**config.mk**
```make
export PLATFORM = sky130hd
export DESIGN_NAME = core_imem_responder
export DESIGN_NICKNAME = d
export VERILOG_FILES = /design/src/rtl/core_imem_responder_pkg.sv /design/src/rtl/core_imem_responder_lfsr.sv /design/src/rtl/core_imem_responder.sv
export SDC_FILE = /design/constraint.sdc
export NUM_CORES = 1
export LEC_CHECK = 0
export ABC_CLOCK_PERIOD_IN_PS = 3300
export CORE_MARGIN = 2
export CORE_UTILIZATION = 23
export CTS_CLUSTER_DIAMETER = 150
export DETAILED_ROUTE_END_ITERATION = 8
export PLACE_DENSITY = 0.79
export SLEW_MARGIN = 20
export SYNTH_ARGS = -nofsm -noshare
export SYNTH_HDL_FRONTEND = slang
export SYNTH_SLANG_ARGS = --single-unit
```
**constraint.sdc**
```tcl
create_clock -name g_clk -period 3.3 [get_ports g_clk]
set_input_delay 0.825 -clock g_clk [delete_from_list [all_inputs] [get_ports g_clk]]
set_output_delay 0.825 -clock g_clk [all_outputs]
set_load 0.01 [all_outputs]
```
**src/rtl/core_imem_responder_pkg.sv**
```systemverilog
// Shared types and constants for the instruction-fetch memory responder.
// The optional jitter feature (CORE_IMEM_RESPONDER_JITTER_EN) uses LFSR_SEED.
package core_imem_responder_pkg;

  localparam int MEM_ADDR_R = 64;
  localparam int MEM_DATA_R = 64;
  // Wide enough for WAIT_CYCLES (max 15) plus up to 3 jitter wait states.
  localparam int CNT_W = 5;
  localparam logic [7:0] LFSR_SEED = 8'hA5;

  typedef enum logic [0:0] {
    ST_IDLE = 1'b0,
    ST_WAIT = 1'b1
  } state_e;

  function automatic logic addr_in_range(input logic [MEM_ADDR_R-1:0] addr,
                                         input logic [MEM_ADDR_R-1:0] base,
                                         input logic [MEM_ADDR_R-1:0] size);
    logic [MEM_ADDR_R-1:0] off;
    off = addr - base;
    return (addr >= base) && (off < size);
  endfunction

endpackage

```
**src/rtl/core_imem_responder_lfsr.sv**
```systemverilog
// 8-bit Fibonacci LFSR (taps 8,6,5,4) supplying 0-3 extra wait states.
// Only instantiated when CORE_IMEM_RESPONDER_JITTER_EN is defined.
module core_imem_responder_lfsr
  import core_imem_responder_pkg::*;
(
  input  logic       clk_i,
  input  logic       rst_i,
  output logic [1:0] extra_o
);

  logic [7:0] lfsr_q;
  logic [7:0] lfsr_d;

  assign lfsr_d  = {lfsr_q[6:0], lfsr_q[7] ^ lfsr_q[5] ^ lfsr_q[4] ^ lfsr_q[3]};
  assign extra_o = lfsr_q[1:0];

  always_ff @(posedge clk_i or posedge rst_i) begin
    if (rst_i) begin
      lfsr_q <= LFSR_SEED;
    end else begin
      lfsr_q <= lfsr_d;
    end
  end

endmodule

```
**src/rtl/core_imem_responder.sv**
```systemverilog
// Instruction-fetch bus responder: grants after W wait states, returns one aligned
// doubleword the cycle after grant. CORE_IMEM_RESPONDER_JITTER_EN adds 0-3 random waits.
module core_imem_responder
  import core_imem_responder_pkg::*;
#(
  parameter logic [MEM_ADDR_R-1:0] MEM_BASE    = 64'h8000_0000,
  parameter int unsigned           MEM_SIZE    = 65536,
  parameter int unsigned           WAIT_CYCLES = 0,
  parameter int unsigned           RAM_AW      = $clog2(MEM_SIZE / 8)
) (
  input  logic                  g_clk,
  input  logic                  g_reset,
  input  logic                  imem_req,
  input  logic [MEM_ADDR_R-1:0] imem_addr,
  output logic                  imem_gnt,
  output logic                  imem_err,
  output logic [MEM_DATA_R-1:0] imem_rdata,
  output logic                  ram_cen,
  output logic [RAM_AW-1:0]     ram_addr,
  input  logic [MEM_DATA_R-1:0] ram_rdata
);

  logic [1:0] extra;

`ifdef CORE_IMEM_RESPONDER_JITTER_EN
  core_imem_responder_lfsr u_lfsr (
    .clk_i  (g_clk),
    .rst_i  (g_reset),
    .extra_o(extra)
  );
`else
  assign extra = 2'd0;
`endif

  state_e                state_q;
  logic [CNT_W-1:0]      cnt_q;
  logic                  resp_vld_q;
  logic                  resp_err_q;
  logic [CNT_W-1:0]      wait_total;
  logic [MEM_ADDR_R-1:0] offset;
  logic                  in_range;
  logic                  fire;

  assign wait_total = CNT_W'(WAIT_CYCLES) + CNT_W'(extra);
  assign offset     = imem_addr - MEM_BASE;
  assign in_range   = addr_in_range(imem_addr, MEM_BASE, MEM_ADDR_R'(MEM_SIZE));

  // Grant depends only on request and FSM state, never on the address.
  always_comb begin
    imem_gnt = 1'b0;
    if (imem_req) begin
      case (state_q)
        ST_IDLE: imem_gnt = (wait_total == '0);
        ST_WAIT: imem_gnt = (cnt_q == '0);
        default: imem_gnt = 1'b0;
      endcase
    end
  end

  assign fire     = imem_req && imem_gnt;
  assign ram_cen  = fire && in_range;
  assign ram_addr = ram_cen ? offset[RAM_AW+2:3] : '0;

  always_ff @(posedge g_clk or posedge g_reset) begin
    if (g_reset) begin
      state_q    <= ST_IDLE;
      cnt_q      <= '0;
      resp_vld_q <= 1'b0;
      resp_err_q <= 1'b0;
    end else begin
      resp_vld_q <= fire;
      resp_err_q <= fire && !in_range;
      case (state_q)
        ST_IDLE: begin
          if (imem_req && (wait_total != '0)) begin
            cnt_q   <= wait_total - CNT_W'(1);
            state_q <= ST_WAIT;
          end
        end
        ST_WAIT: begin
          // Dropping the request abandons it; nothing is remembered.
          if (!imem_req) begin
            state_q <= ST_IDLE;
            cnt_q   <= '0;
          end else if (cnt_q != '0) begin
            cnt_q <= cnt_q - CNT_W'(1);
          end else begin
            state_q <= ST_IDLE;
          end
        end
        default: state_q <= ST_IDLE;
      endcase
    end
  end

  assign imem_err   = resp_vld_q && resp_err_q;
  assign imem_rdata = (resp_vld_q && !resp_err_q) ? ram_rdata : '0;

  logic unused_offset;
  assign unused_offset = ^{offset[MEM_ADDR_R-1:RAM_AW+3], offset[2:0]};

endmodule

```
==> results.txt <==
XOR/XNOR share of the synthesized area - 0.0112
Layout cell share with drive strength beyond 1 - 0.335
Setup TNS - -8130 ps
Dpl ws - -1370 ps
Setup crit end kind - primary output
Worst IR Drop VDD - 0.141 mV
Status - complete, but fails checks
Clk_lat worst skew - 230 ps
Part of the cycle the worst path needs - 1.20
Final non-filler cell total - 583
Complex-gate fraction of the synthesized area - 0.104
Htree depth - 1
Drt initial violations - 106
Final ANT Viol Nets - 0
Least-Margin Pin Slew - 489 ps
Root buffer cell - clkbuf_8
Final Hold Viols - 0
Simple-Gate Fraction of Synth Area - 0.651
I/O Buffers - 207
Placed cell count - 545
Register area share after synthesis - 0.129
Max clock buf depth - 2
Largest family of logic cells by synthesized area - simple AND/OR/NAND/NOR gates
Dpl hpwl - 8230 um
Critical path's largest stage delay - 280 ps
Crit start category - input pin
Hold-fix buffers, CTS - 0
CTS tree - done
Max Cap Viol - 0
Finish-stage setup viols - 14
Worst path slowest cell - nor4_4
I/O Pins - 211
Syn_nets - 357
Core box area - 0.00646 mm^2
Post-synthesis mux area share - 0.0209
Top cells by area, synth - and2_1 (27%), dfrtp_1 (13%), nor4_2 (7.2%), nand2_1 (5.8%), nor4_1 (4.8%)
Routed WL per cell - 18.3 um
Ordered list of cells on the worst path - dlygate4sd2_1, nor3_2, buf_4, nand4_1, buf_4, nor4_4, and3_4, o2111ai_4, buf_4, buf_6, nor4_4, buf_2
Post-Synthesis Cells - 223
Flops & latches, synth - 8
Post-Route WL - 10,700 um
Most frequent cells in the layout - clkdlybuf4s50_1 (149), buf_4 (66), and2_1 (65)
Vias in the first global route - 3,016
Arrival @ worst endpoint - 3150 ps
First-pass GRT wire length - 15,500 um
Drc violations - 0
CP dominant cell by count - buf_4
Netlist cell types - 45
Final worst setup slack - -674 ps
Initial antenna violation count - 2
Cell Area, Synth - 0.00156 mm^2
Pin count of the biggest net entering global routing - 65
Synthesis Warnings - 0
PwrDens - 131 mW/mm^2
Syn Area/Cell - 6.99 um^2
Final RePlAce weighted congestion - 0.925
Fin. max-slew vios - 0
CP Max Fanout - 3
Skew final - 3.40 ps
Commonest non-fill, non-tap cell in the layout - clkdlybuf4s50_1
Die Wd - 86.3 um
CTS Sinks - 8
First-pass DRT Iterations - 4
Tot Pwr - 0.000620 W
GR Util All Layers - 0.268
Final nets - 640
Area Growth Syn to Fin - 204%
Clock-pin slew on the worst setup and hold paths - 40 ps
Initial core utilization - 0.241
Top cell type by total area after synthesis - and2_1
WP data required - 2470 ps
DIE HEIGHT - 86.3 um
Proportion of netlist area held by the largest area contributor - 0.265
Via-to-Cell Ratio - 5.01
Violated checks - setup timing
RSZ-0062 raised after global routing - yes
Leakage - 2.08 nW
Period minus WS final - 3970 ps
Hold Path Class - reg -> reg
Worst slew margin - 0.671
GRT overflow - 0
Setup CP Type - in -> out
Row cnt - 29
Min Hold Slack - 557 ps
Fmax - 252 MHz
DR vias - 2,918
Die ar. - 0.00745 mm^2
Synth Area in Adders - 0.0241
Cts bufs inserted - 3
-- Yosys cell counts (all sizes together) --
cell	number
o21ai	11
a31oi	4
nand2	24
or3	3
and3b	1
o41ai	1
or4	2
nor2b	1
mux2i	1
nor3b	1
xor2	1
mux2	2
buf	3
o22ai	2
or2	3
nor4b	3
nor4	22
nand2b	2
and2	66
and4	1
nor4bb	1
dfrtp	8
a311oi	1
nor3	10
o21bai	1
nand3b	1
clkbuf	9
and3	2
o21a	1
o2111ai	2
nand4	4
inv	9
nand3	2
a21o	1
or4b	1
xnor2	1
ha	3
nor2	12
-- critical path: cells and delay by family --
family,cells,cell delay [ps]
buffers and inverters,6,1080
AND/OR/NAND/NOR,5,1140
AO/OA/AOI/OAI,1,110
-- what timing repair did --
item                                    4_1_cts  5_1_grt
hold endpoints to repair                      0        0
pin swaps                                    34       10
buffers inserted                             36       11
endpoints found under the setup margin       15       16
gates resized for setup                     177       26
cloned                                        1        0
-- cell families after synthesis --
group                      after synthesis
muxes                                    3
adders and majority gates                3
DFF                                      8
and+or+nand+nor                        162
buffers and inverters                   21
xor gates and xnor gates                 2
AOI/OAI and AO/OA                       24
-- cell type report --
class	count	area (um^2)
Multi-Input combinational cell	194	1640
Sequential cell	8	200
Antenna cell	2	5.00
Fill cell	457	1720
Clock buffer	3	41.3
Timing Repair Buffer	290	2720
Tap cell	77	96.3
Inverter	9	41.3
-- metrics by stage --
| stage | instance area, um^2 | util |
|---|---|---|
| after floorplan | 1700 | - |
| after global placement | 4180 | 0.647 |
| after detailed placement | 4190 | 0.649 |
| after CTS | 4630 | 0.716 |
| after global routing | 4740 | 0.734 |
| final | 4740 | 0.734 |
-- worst paths after layout --
| path | startpoint | to | slack (ps) | depth (start not counted) |
|---|---|---|---|---|
| min | cnt_q[4] | cnt_q[4] | 560 | 2 |
| max reg2reg | cnt_q[0] | cnt_q[3] | 1320 | 6 |
| min reg2reg | cnt_q[4] | cnt_q[4] | 560 | 2 |
| max | imem_addr[44] | ram_addr[12] | -670 | 12 |
| max in group asynchronous | g_reset | cnt_q[3] | 2190 | 2 |
| min in group asynchronous | g_reset | cnt_q[4] | 870 | 2 |
-- metal layers --
| metal | global-route usage | vias to the layer above | wire (um) |
|---|---|---|---|
| met5 | 0 | - | 0 |
| met4 | 0.101 | 0 | 480 |
| met3 | 0.0362 | 39 | 744 |
| met2 | 0.535 | 185 | 5880 |
| met1 | 0.279 | 1341 | 3550 |
| li1 | - | 1353 | - |
-- registers in the layout, summed over array words and instances (netlist names) --
signal      count
resp_err_q      1
resp_vld_q      1
cnt_q           5
state_q         1
-- where the power goes --
| group | leakage, nW | internal, W | switching, W |
|---|---|---|---|
| combinational | 1.96 | 0.000248 | 0.000156 |
| sequential | 0.107 | 0.0000998 | 0.000000590 |
| clock | 0.0216 | 0.0000788 | 0.0000364 |
| total | 2.08 | 0.000427 | 0.000193 |
(Power assumes the default switching activity.)
